## src/rtl/mips_mc_control_if.sv

```systemverilog
// mips_mc_control_if
// Bundle of the signals exchanged between the multicycle MIPS main
// controller and its datapath.
//   master : controller side. It receives the IR fields, the ALU zero flag
//            and mem_ready, and it drives every mux select and write enable.
//   slave  : datapath side. It is the mirror image of master.
// Signals:
//   opcode[5:0], funct[5:0]  instruction fields taken from the IR
//   zero                     ALU zero flag
//   mem_ready                memory finishes its access in this cycle
//   iord, alusrca, alusrcb[1:0], pcsrc[1:0], memtoreg, regdst
//                            datapath mux selects
//   alucontrol[2:0]          ALU function
//   irwrite, memwrite, regwrite, pcen
//                            write / load enables
//   illegal_op               pulse on an undecodable opcode
interface mips_mc_control_if;
  logic [5:0] opcode;
  logic [5:0] funct;
  logic       zero;
  logic       mem_ready;
  logic       iord;
  logic       alusrca;
  logic [1:0] alusrcb;
  logic [1:0] pcsrc;
  logic       memtoreg;
  logic       regdst;
  logic [2:0] alucontrol;
  logic       irwrite;
  logic       memwrite;
  logic       regwrite;
  logic       pcen;
  logic       illegal_op;

  modport master (
    input  opcode, funct, zero, mem_ready,
    output iord, alusrca, alusrcb, pcsrc, memtoreg, regdst, alucontrol,
           irwrite, memwrite, regwrite, pcen, illegal_op
  );

  modport slave (
    output opcode, funct, zero, mem_ready,
    input  iord, alusrca, alusrcb, pcsrc, memtoreg, regdst, alucontrol,
           irwrite, memwrite, regwrite, pcen, illegal_op
  );
endinterface

```

## src/rtl/mips_mc_control.sv

```systemverilog
// mips_mc_control
// Main controller for a multicycle MIPS datapath. A Moore FSM sequences
// each instruction through fetch, decode, execute, memory and writeback.
// It drives the datapath mux selects and write enables. A combinational ALU
// decoder turns aluop and funct into alucontrol. When MEM_WAIT_EN is set,
// the FETCH, MEMRD and MEMWR states stay put until mem_ready goes high.
// Ports:
//   clk    rising-edge system clock
//   reset  synchronous, active-high. It forces FETCH and holds every write
//          enable at 0 while it is high.
//   bus    mips_mc_control_if.master (IR fields, zero and mem_ready in;
//          selects, enables and illegal_op out)
module mips_mc_control #(
  parameter bit MEM_WAIT_EN = 1'b1
) (
  input  logic              clk,
  input  logic              reset,
  mips_mc_control_if.master bus
);

  localparam logic [5:0] OP_RTYPE = 6'b000000;
  localparam logic [5:0] OP_LW    = 6'b100011;
  localparam logic [5:0] OP_SW    = 6'b101011;
  localparam logic [5:0] OP_BEQ   = 6'b000100;
  localparam logic [5:0] OP_ADDI  = 6'b001000;
  localparam logic [5:0] OP_J     = 6'b000010;

  // Binary encoding. The four unused codes fall into the default arm and
  // recover to FETCH.
  typedef enum logic [3:0] {
    FETCH  = 4'd0,
    DECODE = 4'd1,
    MEMADR = 4'd2,
    MEMRD  = 4'd3,
    MEMWB  = 4'd4,
    MEMWR  = 4'd5,
    EXEC   = 4'd6,
    ALUWB  = 4'd7,
    BRANCH = 4'd8,
    ADDIEX = 4'd9,
    ADDIWB = 4'd10,
    JUMP   = 4'd11
  } state_t;

  // Per-state Moore controls. Gating by rdy, zero and reset happens after
  // the register, outside this struct.
  typedef struct packed {
    logic       iord;
    logic       alusrca;
    logic [1:0] alusrcb;
    logic [1:0] aluop;
    logic [1:0] pcsrc;
    logic       memtoreg;
    logic       regdst;
    logic       fetch;
    logic       pcwrite;
    logic       memwrite;
    logic       regwrite;
    logic       branch;
  } ctl_t;

  state_t state;
  state_t next_state;
  ctl_t   ctl;
  logic   rdy;
  logic   op_legal;

  assign rdy = bus.mem_ready | ~MEM_WAIT_EN;

  // Opcodes the DECODE state knows how to dispatch.
  always_comb begin
    op_legal = 1'b0;
    case (bus.opcode)
      OP_LW, OP_SW, OP_RTYPE, OP_BEQ, OP_ADDI, OP_J: op_legal = 1'b1;
      default:                                       op_legal = 1'b0;
    endcase
  end

  // Control pattern for each state. Any field not set here is 0.
  function automatic ctl_t decode_state(state_t s);
    ctl_t c;
    c = '0;
    case (s)
      FETCH: begin
        c.alusrcb = 2'b01;
        c.fetch   = 1'b1;
        c.pcwrite = 1'b1;
      end
      DECODE: c.alusrcb = 2'b11;
      MEMADR: begin
        c.alusrca = 1'b1;
        c.alusrcb = 2'b10;
      end
      MEMRD:  c.iord = 1'b1;
      MEMWB: begin
        c.memtoreg = 1'b1;
        c.regwrite = 1'b1;
      end
      MEMWR: begin
        c.iord     = 1'b1;
        c.memwrite = 1'b1;
      end
      EXEC: begin
        c.alusrca = 1'b1;
        c.aluop   = 2'b10;
      end
      ALUWB: begin
        c.regdst   = 1'b1;
        c.regwrite = 1'b1;
      end
      BRANCH: begin
        c.alusrca = 1'b1;
        c.aluop   = 2'b01;
        c.pcsrc   = 2'b01;
        c.branch  = 1'b1;
      end
      ADDIEX: begin
        c.alusrca = 1'b1;
        c.alusrcb = 2'b10;
      end
      ADDIWB: c.regwrite = 1'b1;
      JUMP: begin
        c.pcsrc   = 2'b10;
        c.pcwrite = 1'b1;
      end
      default: c = '0;
    endcase
    return c;
  endfunction

  // Next-state logic. Memory states stall on rdy. DECODE dispatches on the
  // opcode. MEMADR picks the store path only on an sw opcode.
  always_comb begin
    next_state = FETCH;
    case (state)
      FETCH:  next_state = rdy ? DECODE : FETCH;
      DECODE: begin
        case (bus.opcode)
          OP_LW, OP_SW: next_state = MEMADR;
          OP_RTYPE:     next_state = EXEC;
          OP_BEQ:       next_state = BRANCH;
          OP_ADDI:      next_state = ADDIEX;
          OP_J:         next_state = JUMP;
          default:      next_state = FETCH;
        endcase
      end
      MEMADR: next_state = (bus.opcode == OP_SW) ? MEMWR : MEMRD;
      MEMRD:  next_state = rdy ? MEMWB : MEMRD;
      MEMWB:  next_state = FETCH;
      MEMWR:  next_state = rdy ? FETCH : MEMWR;
      EXEC:   next_state = ALUWB;
      ALUWB:  next_state = FETCH;
      BRANCH: next_state = FETCH;
      ADDIEX: next_state = ADDIWB;
      ADDIWB: next_state = FETCH;
      JUMP:   next_state = FETCH;
      default: next_state = FETCH;
    endcase
  end

  // State register. The Moore controls are registered from the decode of
  // the incoming state, so they always line up with the state register.
  always_ff @(posedge clk) begin
    if (reset) begin
      state <= FETCH;
      ctl   <= decode_state(FETCH);
    end else begin
      state <= next_state;
      ctl   <= decode_state(next_state);
    end
  end

  // ALU decoder. An unknown funct falls back to add and is not flagged.
  always_comb begin
    bus.alucontrol = 3'b010;
    case (ctl.aluop)
      2'b00: bus.alucontrol = 3'b010;
      2'b01: bus.alucontrol = 3'b110;
      2'b10: begin
        case (bus.funct)
          6'b100000: bus.alucontrol = 3'b010;
          6'b100010: bus.alucontrol = 3'b110;
          6'b100100: bus.alucontrol = 3'b000;
          6'b100101: bus.alucontrol = 3'b001;
          6'b101010: bus.alucontrol = 3'b111;
          default:   bus.alucontrol = 3'b010;
        endcase
      end
      default: bus.alucontrol = 3'b010;
    endcase
  end

  // Mux selects come straight from the registered Moore controls.
  assign bus.iord     = ctl.iord;
  assign bus.alusrca  = ctl.alusrca;
  assign bus.alusrcb  = ctl.alusrcb;
  assign bus.pcsrc    = ctl.pcsrc;
  assign bus.memtoreg = ctl.memtoreg;
  assign bus.regdst   = ctl.regdst;

  // Write enables are forced low for the whole reset cycle, including the
  // first one, when the state register still shows the interrupted state.
  // The fetch-side strobes wait for rdy. The jump PC write does not.
  assign bus.irwrite    = ~reset & ctl.fetch & rdy;
  assign bus.pcen       = ~reset & ((ctl.pcwrite & (rdy | ~ctl.fetch)) |
                                    (ctl.branch & bus.zero));
  assign bus.memwrite   = ~reset & ctl.memwrite;
  assign bus.regwrite   = ~reset & ctl.regwrite;
  assign bus.illegal_op = ~reset & (state == DECODE) & ~op_legal;

endmodule

```

## src/flat_wrapper.sv

```systemverilog
// flat-port wrapper written by rule: the top's interface ports become plain ports
module mips_mc_control_flat 
#(
  parameter bit MEM_WAIT_EN = 1'b1
)
  (clk, reset, bus_opcode, bus_funct, bus_zero, bus_mem_ready, bus_iord, bus_alusrca, bus_alusrcb, bus_pcsrc, bus_memtoreg, bus_regdst, bus_alucontrol, bus_irwrite, bus_memwrite, bus_regwrite, bus_pcen, bus_illegal_op);
  mips_mc_control_if bus_i ();
  input  logic clk;
  input  logic reset;
  input wire logic [$bits(bus_i.opcode)-1:0] bus_opcode;
  input wire logic [$bits(bus_i.funct)-1:0] bus_funct;
  input wire logic [$bits(bus_i.zero)-1:0] bus_zero;
  input wire logic [$bits(bus_i.mem_ready)-1:0] bus_mem_ready;
  output wire logic [$bits(bus_i.iord)-1:0] bus_iord;
  output wire logic [$bits(bus_i.alusrca)-1:0] bus_alusrca;
  output wire logic [$bits(bus_i.alusrcb)-1:0] bus_alusrcb;
  output wire logic [$bits(bus_i.pcsrc)-1:0] bus_pcsrc;
  output wire logic [$bits(bus_i.memtoreg)-1:0] bus_memtoreg;
  output wire logic [$bits(bus_i.regdst)-1:0] bus_regdst;
  output wire logic [$bits(bus_i.alucontrol)-1:0] bus_alucontrol;
  output wire logic [$bits(bus_i.irwrite)-1:0] bus_irwrite;
  output wire logic [$bits(bus_i.memwrite)-1:0] bus_memwrite;
  output wire logic [$bits(bus_i.regwrite)-1:0] bus_regwrite;
  output wire logic [$bits(bus_i.pcen)-1:0] bus_pcen;
  output wire logic [$bits(bus_i.illegal_op)-1:0] bus_illegal_op;
  assign bus_i.opcode = bus_opcode;
  assign bus_i.funct = bus_funct;
  assign bus_i.zero = bus_zero;
  assign bus_i.mem_ready = bus_mem_ready;
  assign bus_iord = bus_i.iord;
  assign bus_alusrca = bus_i.alusrca;
  assign bus_alusrcb = bus_i.alusrcb;
  assign bus_pcsrc = bus_i.pcsrc;
  assign bus_memtoreg = bus_i.memtoreg;
  assign bus_regdst = bus_i.regdst;
  assign bus_alucontrol = bus_i.alucontrol;
  assign bus_irwrite = bus_i.irwrite;
  assign bus_memwrite = bus_i.memwrite;
  assign bus_regwrite = bus_i.regwrite;
  assign bus_pcen = bus_i.pcen;
  assign bus_illegal_op = bus_i.illegal_op;
  mips_mc_control #(.MEM_WAIT_EN(MEM_WAIT_EN)) u_core (.clk(clk), .reset(reset), .bus(bus_i));
endmodule
```

## config.mk

```make
export PLATFORM = sky130hd
export DESIGN_NAME = mips_mc_control_flat
export DESIGN_NICKNAME = d
export VERILOG_FILES = /design/src/rtl/mips_mc_control_if.sv /design/src/rtl/mips_mc_control.sv /design/src/flat_wrapper.sv
export SDC_FILE = /design/constraint.sdc
export NUM_CORES = 1
export LEC_CHECK = 0
export CORE_UTILIZATION = 45
export CTS_CLUSTER_DIAMETER = 150
export DETAILED_ROUTE_END_ITERATION = 12
export PLACE_DENSITY = 0.84
export RECOVER_POWER = 50
export SYNTH_ARGS = -nofsm -noshare
export SYNTH_HDL_FRONTEND = slang
export SYNTH_SLANG_ARGS = --single-unit
```

## constraint.sdc

```tcl
create_clock -name clk -period 2.03 [get_ports clk]
set_input_delay 0.406 -clock clk [delete_from_list [all_inputs] [get_ports clk]]
set_output_delay 0.406 -clock clk [all_outputs]
set_load 0.1 [all_outputs]
```

==> reports/metrics.cfg <==
[outcome]
status = finished, violations left
violations = negative setup slack

[timing]
period_share_pct = 100
setup_viol = 1
rsz0062_at_grt = true
final.setup.worst_slack_ns = -0.00448
finClkSkew_ns = 0.00307
worst_hold_slack_ns = 0.632
final_hold_viol_count = 0
final_max_slew_viol_count = 0
relSlewSlack_pct = 64.0
fmax_mhz = 492
worstMarginPinSlew_ns = 0.543
finalWorstPathRequiredPeriod_ns = 2.03

[cells_and_area]
drive_gt1_share_pct = 38.0
num-nets-final = 177
syn_to_final_growth_pct = 57.3
fillerInstances = 133
diodes = 0

[critical_path]
path_delay_family = buffers and inverters
path_cells = clkdlybuf4s50_1, nor4b_4, a32o_2, buf_12
cp_num_buf_inv = 2
critical_path_class = primary input to primary output
worst_r2r_path_depth = 6
r2r_end = u_core.ctl[2]$_SDFF_PP0_
cp.required_ns = 1.62
critPathLaunch = bus_funct[3]
crit_path_end = bus_alucontrol[0]
cp-end-kind = primary output
rrSetupSlack_ns = 0.17
crit_cells = 4
critPathLaunchType = primary input
slowest_stage = clkdlybuf4s50_1
cp.arrival_ns = 1.63
cp_max_fo = 2
r2r_start = u_core.state[2]$_SDFF_PP0_
max_stage_delay_ns = 0.49

[synthesis]
synth.avg_cell_area_sq_um = 8.62
synth_nets = 134
ys_top_cells_by_area = dfxtp_1, nor2_1, buf_4
synth_edf_count = 0
yosysTopAreaCell = dfxtp_1
synth_ff_type = dfxtp_1
syn-instance-count = 116
yosysWarnings = 0
async_flop_share_pct = 0
synth_seq_cells = 17
ys_types = 43
netlist_area_sq_um = 1000
yosysSeqAreaShare_pct = 34.0
yosysTopAreaCellShare_pct = 34.0

[global_route]
grt_pass1_vias = 1026
gr-total-overflow = 0
antenna_found_initial = 0
grt_usage_pct = 25.2
grt_max_degree = 16
grt_first_pass_wirelength_mm = 4.62

[cts]
hold_buffers = 0
clock_path_buffers = 2
cts_buffers = 3
clk_pin_slew_ns = 0.09
cts_root_buf = clkbuf_4
cts_tree = yes
cts_num_sinks = 17
clk-insertion-delay-late_ns = 0.29
h-tree-depth = 1

[power_and_ir_drop]
total_power_mw = 0.722
power_density_mw_per_mm2 = 459
peakVddDrop_v = 0.000507
power_leakage_nw = 0.656

[floorplan]
num_io_pins = 32
initial_utilization_pct = 49.4
die_h_um = 49.1
row_count = 16
die_area_sq_mm = 0.00241
core_area_sq_mm = 0.00202
die_w_um = 49.1

[drt]
postRouteAntennaNets = 0
drc = 0
drtIter0Drc = 45
drt_wl_total_mm = 2.90
wl_per_cell_um = 15.7
firstDrtPassIters = 4
avgViaCountPerCell = 5.64
vias = 1044

[place]
pre_cts_slack_ns = -0.245
dp_hpwl_mm = 2.01
portBuffers = 31
routabilityCongestion = 0.799

[worst_hold_path]
hp-class = primary input to flop
hp-start = bus_mem_ready

[job]
cap_violations = 0

[layer usage]
layer,wire length (um),global-route usage [%],part of all wire (%),vias up
li1,-,-,-,502
met1,1110,28.7,38,493
met2,1570,45.9,54,41
met3,153,3.74,5.3,8
met4,72,10.8,2.5,0
met5,0,0,0,-
[cell type report]
| cell class | count | area (sq um) | area share (%) |
|---|---|---|---|
| Multi-Input combinational cell | 84 | 677 | 43.0 |
| Timing Repair Buffer | 47 | 467 | 29.7 |
| Sequential cell | 17 | 345 | 22.0 |
| Clock inverter | 1 | 5.00 | 0.318 |
| Inverter | 6 | 22.5 | 1.43 |
| Clock buffer | 3 | 22.5 | 1.43 |
| Tap cell | 27 | 33.8 | 2.15 |
[logic make-up (layout without fill, tap and decap cells)]
| group | Yosys count | in the layout | synth area share [%] |
|---|---|---|---|
| simple gates | 52 | 52 | 31.9 |
| compound gates | 27 | 27 | 20.4 |
| flops | 17 | 17 | 34.0 |
| buf+inv | 15 | 57 | 8.51 |
| xor+xnor | 3 | 3 | 2.63 |
| fa+ha+maj | 2 | 2 | 2.50 |
[timing repair]
action	4_1_cts	5_1_grt
gates cloned	0	0
pin swaps	7	1
resized for setup	26	5
buffers inserted	2	0
setup endpoints to repair	4	9
[state kept, by name, indices dropped and copies added, names as in the netlist]
| signal | cells |
|---|---|
| u_core.ctl | 6 |
| u_core.state | 4 |
| u_core.bus.alusrcb | 2 |
| u_core.bus.alusrca | 1 |
| u_core.bus.iord | 1 |
| u_core.bus.memtoreg | 1 |
| u_core.bus.pcsrc | 1 |
| u_core.bus.regdst | 1 |
[report_power, final]
group          internal, mW  leakage [nW]  switching [mW]  total [mW]
Clock                0.0733        0.0177           0.106       0.180
Combinational        0.0821         0.498           0.112       0.194
Sequential            0.341         0.140         0.00680       0.348
[synth_stat cells (3+ instances only)]
cell,n
nor2_1,13
and3_1,3
nor3_1,3
buf_4,5
o21ai_0,5
nor2b_1,3
nand2_1,4
nor3b_1,4
nand2b_1,5
a21oi_1,6
dfxtp_1,17
o211ai_1,3
a21o_1,3
inv_1,6
[per-stage QoR]
step | cells | setup TNS (ns) | area (sq um) | util (%)
2_1_floorplan | 116 | -0.904 | 1020 | -
3_3_place_gp | 179 | -2.26 | 1470 | 72.6
3_5_place_dp | 179 | -3.19 | 1470 | 72.6
4_1_cts | 185 | 0 | 1570 | 77.8
5_1_grt | 185 | -0.107 | 1570 | 77.8
6_report | 185 | -0.00448 | 1570 | 77.8
[how the worst min path moves through the flow]
stage / end / slack, ns / cells after the start
after floorplan: u_core.state[0]$_SDFF_PP0_ / 0.49 / 1
after global placement: u_core.ctl[1]$_SDFF_PP0_ / 0.61 / 2
after detailed placement: u_core.ctl[1]$_SDFF_PP0_ / 0.62 / 2
after CTS: u_core.ctl[1]$_SDFF_PP0_ / 0.64 / 2
after global routing: u_core.bus.alusrcb[1]$_SDFF_PP0_ / 0.66 / 4
final: u_core.bus.alusrcb[1]$_SDFF_PP0_ / 0.63 / 4
[tightest hold or removal path: cells and delay by family]
kind	cells	cell delay, ns
AO/OA/AOI/OAI	1	0.06
AND/OR/NAND/NOR	1	0.07
buffers and inverters	2	0.33
[cells in the final DEF, fill, tap and decap left out, types with 2 or more instances in the layout]
master	synthesis	layout
buf_4	5	16
nor3b_1	4	3
nand2b_1	5	3
nand2b_4	0	2
clkdlybuf4s50_1	0	4
nand3b_1	2	2
dlygate4sd2_1	0	10
xor2_1	2	2
clkbuf_2	0	7
nor4_4	0	2
nor2_1	13	10
inv_1	6	4
dfxtp_1	17	13
or2_1	2	2
and4b_1	2	2
buf_12	0	8
a21oi_1	6	5
nor2b_1	3	3
o21ai_0	5	4
nor4b_4	0	2
dfxtp_2	0	4
nand2_1	4	4
and3_1	3	3
nor3_1	3	2
inv_2	0	2
o211ai_1	3	3
a21o_1	3	3
clkbuf_4	0	3
nor2_2	0	2
nor3_2	1	2
Note: power is estimated with default switching activity, not from simulation.
==> RTL change (config.mk and constraints unchanged) <==
The 12 states of `state_t` get a one-hot encoding in 12 bits. Comments in the files are not updated.
--- a/src/rtl/mips_mc_control.sv
+++ b/src/rtl/mips_mc_control.sv
@@ -27,19 +27,19 @@
 
   // Binary encoding. The four unused codes fall into the default arm and
   // recover to FETCH.
-  typedef enum logic [3:0] {
-    FETCH  = 4'd0,
-    DECODE = 4'd1,
-    MEMADR = 4'd2,
-    MEMRD  = 4'd3,
-    MEMWB  = 4'd4,
-    MEMWR  = 4'd5,
-    EXEC   = 4'd6,
-    ALUWB  = 4'd7,
-    BRANCH = 4'd8,
-    ADDIEX = 4'd9,
-    ADDIWB = 4'd10,
-    JUMP   = 4'd11
+  typedef enum logic [11:0] {
+    FETCH  = 12'b000000000001,
+    DECODE = 12'b000000000010,
+    MEMADR = 12'b000000000100,
+    MEMRD  = 12'b000000001000,
+    MEMWB  = 12'b000000010000,
+    MEMWR  = 12'b000000100000,
+    EXEC   = 12'b000001000000,
+    ALUWB  = 12'b000010000000,
+    BRANCH = 12'b000100000000,
+    ADDIEX = 12'b001000000000,
+    ADDIWB = 12'b010000000000,
+    JUMP   = 12'b100000000000
   } state_t;
 
   // Per-state Moore controls. Gating by rdy, zero and reset happens after
Check against the original RTL: no difference found for any inputs over 10 cycles, from zero or initial values and one cycle with reset high; not proved beyond that.
==> RTL change against the unedited design <==
The run still ends with negative setup slack left; highest routed layer unchanged; critical path depth did not move; sequential cell count grew 8; setup slack got worse by 200 ps; synthesized cell count up 18%; synthesized area is 28% higher; final area up 18%; power increased by 34%; wire length up 18%.
==> RTL change: results (changes against the unedited design) <==
* Multi-input logic area at 734 um^2 (+8.5%)
* Pleak at 0.803 nW (+23%)
* Seq/Total Area, Yosys at 0.392 (+0.0513)
* Layout cells sized above 1 at 0.379 (-0.000626)
* Cell variety after synth at 44 (+2.3%)
* Final GP Congestion at 0.869 (+8.7%)
* Status: finished, violations left
* WS Path Type: reg -> out
* Synth Area in XOR/XNOR at 0.0206 (-0.00571)
* Area of placed instances at 0.00178 mm^2 (+21%)
* Most instantiated cells after synthesis: 25 x dfxtp_1, 9 x nor2_1, 9 x nor3_1, 8 x a21oi_1, 7 x clkbuf_1
* Final setup margin at -204 ps (-200 ps)
* Sw Ratio at 0.299 (-0.0131)
* Vias in the first global route at 1215 (+18%)
* Syn_nets at 155 (+16%)
* Worst path slowest cell: or4_4
* Max-slew headroom at 0.638 (-0.00179)
* Clk_lat worst skew at 310 ps (+20 ps)
* Hold Path Class: reg -> reg
* EDFF count, synth at 0 (unchanged)
* Failing checks: negative setup slack
* Max reg flops at 12 (+6)
* Synth warn at 0 (unchanged)
* Fill cells at 194 (+46%)
* WL final at 3410 um (+18%)
* Adder-Cell Fraction of Synth Area at 0.0196 (-0.00544)
* Hpwl dp at 2560 um (+27%)
* Reg2Reg Setup Slack at 110 ps (-60 ps)
* CP Data Arrival Time at 1830 ps (+200 ps)
* Global-route wire length before repair at 5430 um (+18%)
* Slowest stage delay, CP at 550 ps (+60 ps)
* Endpoints failing setup at 1 (unchanged)
* Crit-path max FO at 2 (unchanged)
* Peak supply drop at 0.000437 V (-14%)
* Clock slew at reported path FFs at 130 ps (+40 ps)
* H-Tree Depth at 1 (unchanged)
* Compound-cell area share of the yosys netlist at 0.116 (-0.0884)
* Largest net degree at the start of global routing at 14 (-2)
* Root Driver: clkbuf_4
* CP top delay family: simple AND/OR/NAND/NOR gates
* DR iter-0 viols at 47 (+4.4%)
* Most area-consuming cells after synthesis: dfxtp_1 39%, nor3_1 3.5%, a21oi_1 3.1%
* Fin nets at 201 (+14%)
* Worst slack, placed at -348 ps (-103 ps)
* Clk_skew at 1.21 ps (-1.86 ps)
* Most flop-heavy register: u_core.state
* Via density at 5.86 (+3.9%)
* GRT Overall Usage at 0.225 (-0.0272)
* Hold WS at 602 ps (-30.1 ps)
* Initial antenna violation count at 1 (+1)
-- RTL change: cell types whose count changed after synthesis, sizes merged, moves of 4 or more --
| cell | change |
|---|---|
| clkbuf | +6 |
| dfxtp | +8 |
| nand2b | -5 |
| nand3 | +5 |
| nor2 | -4 |
| nor3 | +6 |
| or4 | +4 |
-- RTL change: cell type report --
class                      instances  area share
timing repair buffer              54       0.280
sequential                        25       0.275
antenna                            1     0.00135
clock buffer                       4      0.0142
tap                               30      0.0203
inverter                           6      0.0122
multi-input combinational         93       0.397
-- RTL change: kinds of logic (layout without fill, tap and decap cells) --
| logic type | Yosys count | count (layout) |
|---|---|---|
| and+or+nand+nor | 67 | 67 |
| DFF | 25 | 25 |
| AOI/OAI and AO/OA | 21 | 21 |
| buffers and inverters | 19 | 64 |
| xor gates and xnor gates | 3 | 3 |
| adders and majority gates | 2 | 2 |
| other | 0 | 1 |
-- RTL change: worst min-delay path, delay by kind of cell, from the launching register on --
family | cells | cell delay, ps
buffers and inverters | 1 | 150
flip-flops | 1 | 370
AND/OR/NAND/NOR | 1 | 60
-- RTL change: worst paths after layout --
check,depth (start not counted),end,startpoint
worst max-delay path,4,bus_illegal_op,u_core.state[10]$_SDFF_PP0_
worst min-delay path,2,u_core.state[10]$_SDFF_PP0_,u_core.state[6]$_SDFF_PP0_
worst max register to register,6,u_core.bus.iord$_SDFF_PP0_,u_core.state[10]$_SDFF_PP0_
worst min register to register,2,u_core.state[10]$_SDFF_PP0_,u_core.state[6]$_SDFF_PP0_
-- RTL change: metal layers --
layer / track usage / routed length, um
met1: 0.247 / 1360
met2: 0.406 / 1790
met3: 0.0351 / 123
met4: 0.129 / 138
met5: 0 / 0
-- RTL change: through the flow --
stage	instances	setup TNS (ps)
floorplan	137	-402
global placement	203	-706
detailed placement	203	-1240
CTS	212	-288
global route	213	-227
finish	213	-204
-- RTL change: power groups by stage --
stage | Combinational [mW] | Sequential [mW] | Clock [mW]
finish | 0.232 | 0.515 | 0.220
global route | 0.245 | 0.516 | 0.239
CTS | 0.239 | 0.516 | 0.222
detailed placement | 0.231 | 0.526 | 0
global placement | 0.225 | 0.526 | 0
floorplan | 0.142 | 0.519 | 0
-- RTL change: timing repair --
item                       in CTS  in global routing
setup buffers                   5                  1
gates resized for setup        16                  7
setup endpoints to repair       4                  3
gates cloned                    0                  0
pin swaps                       9                  5
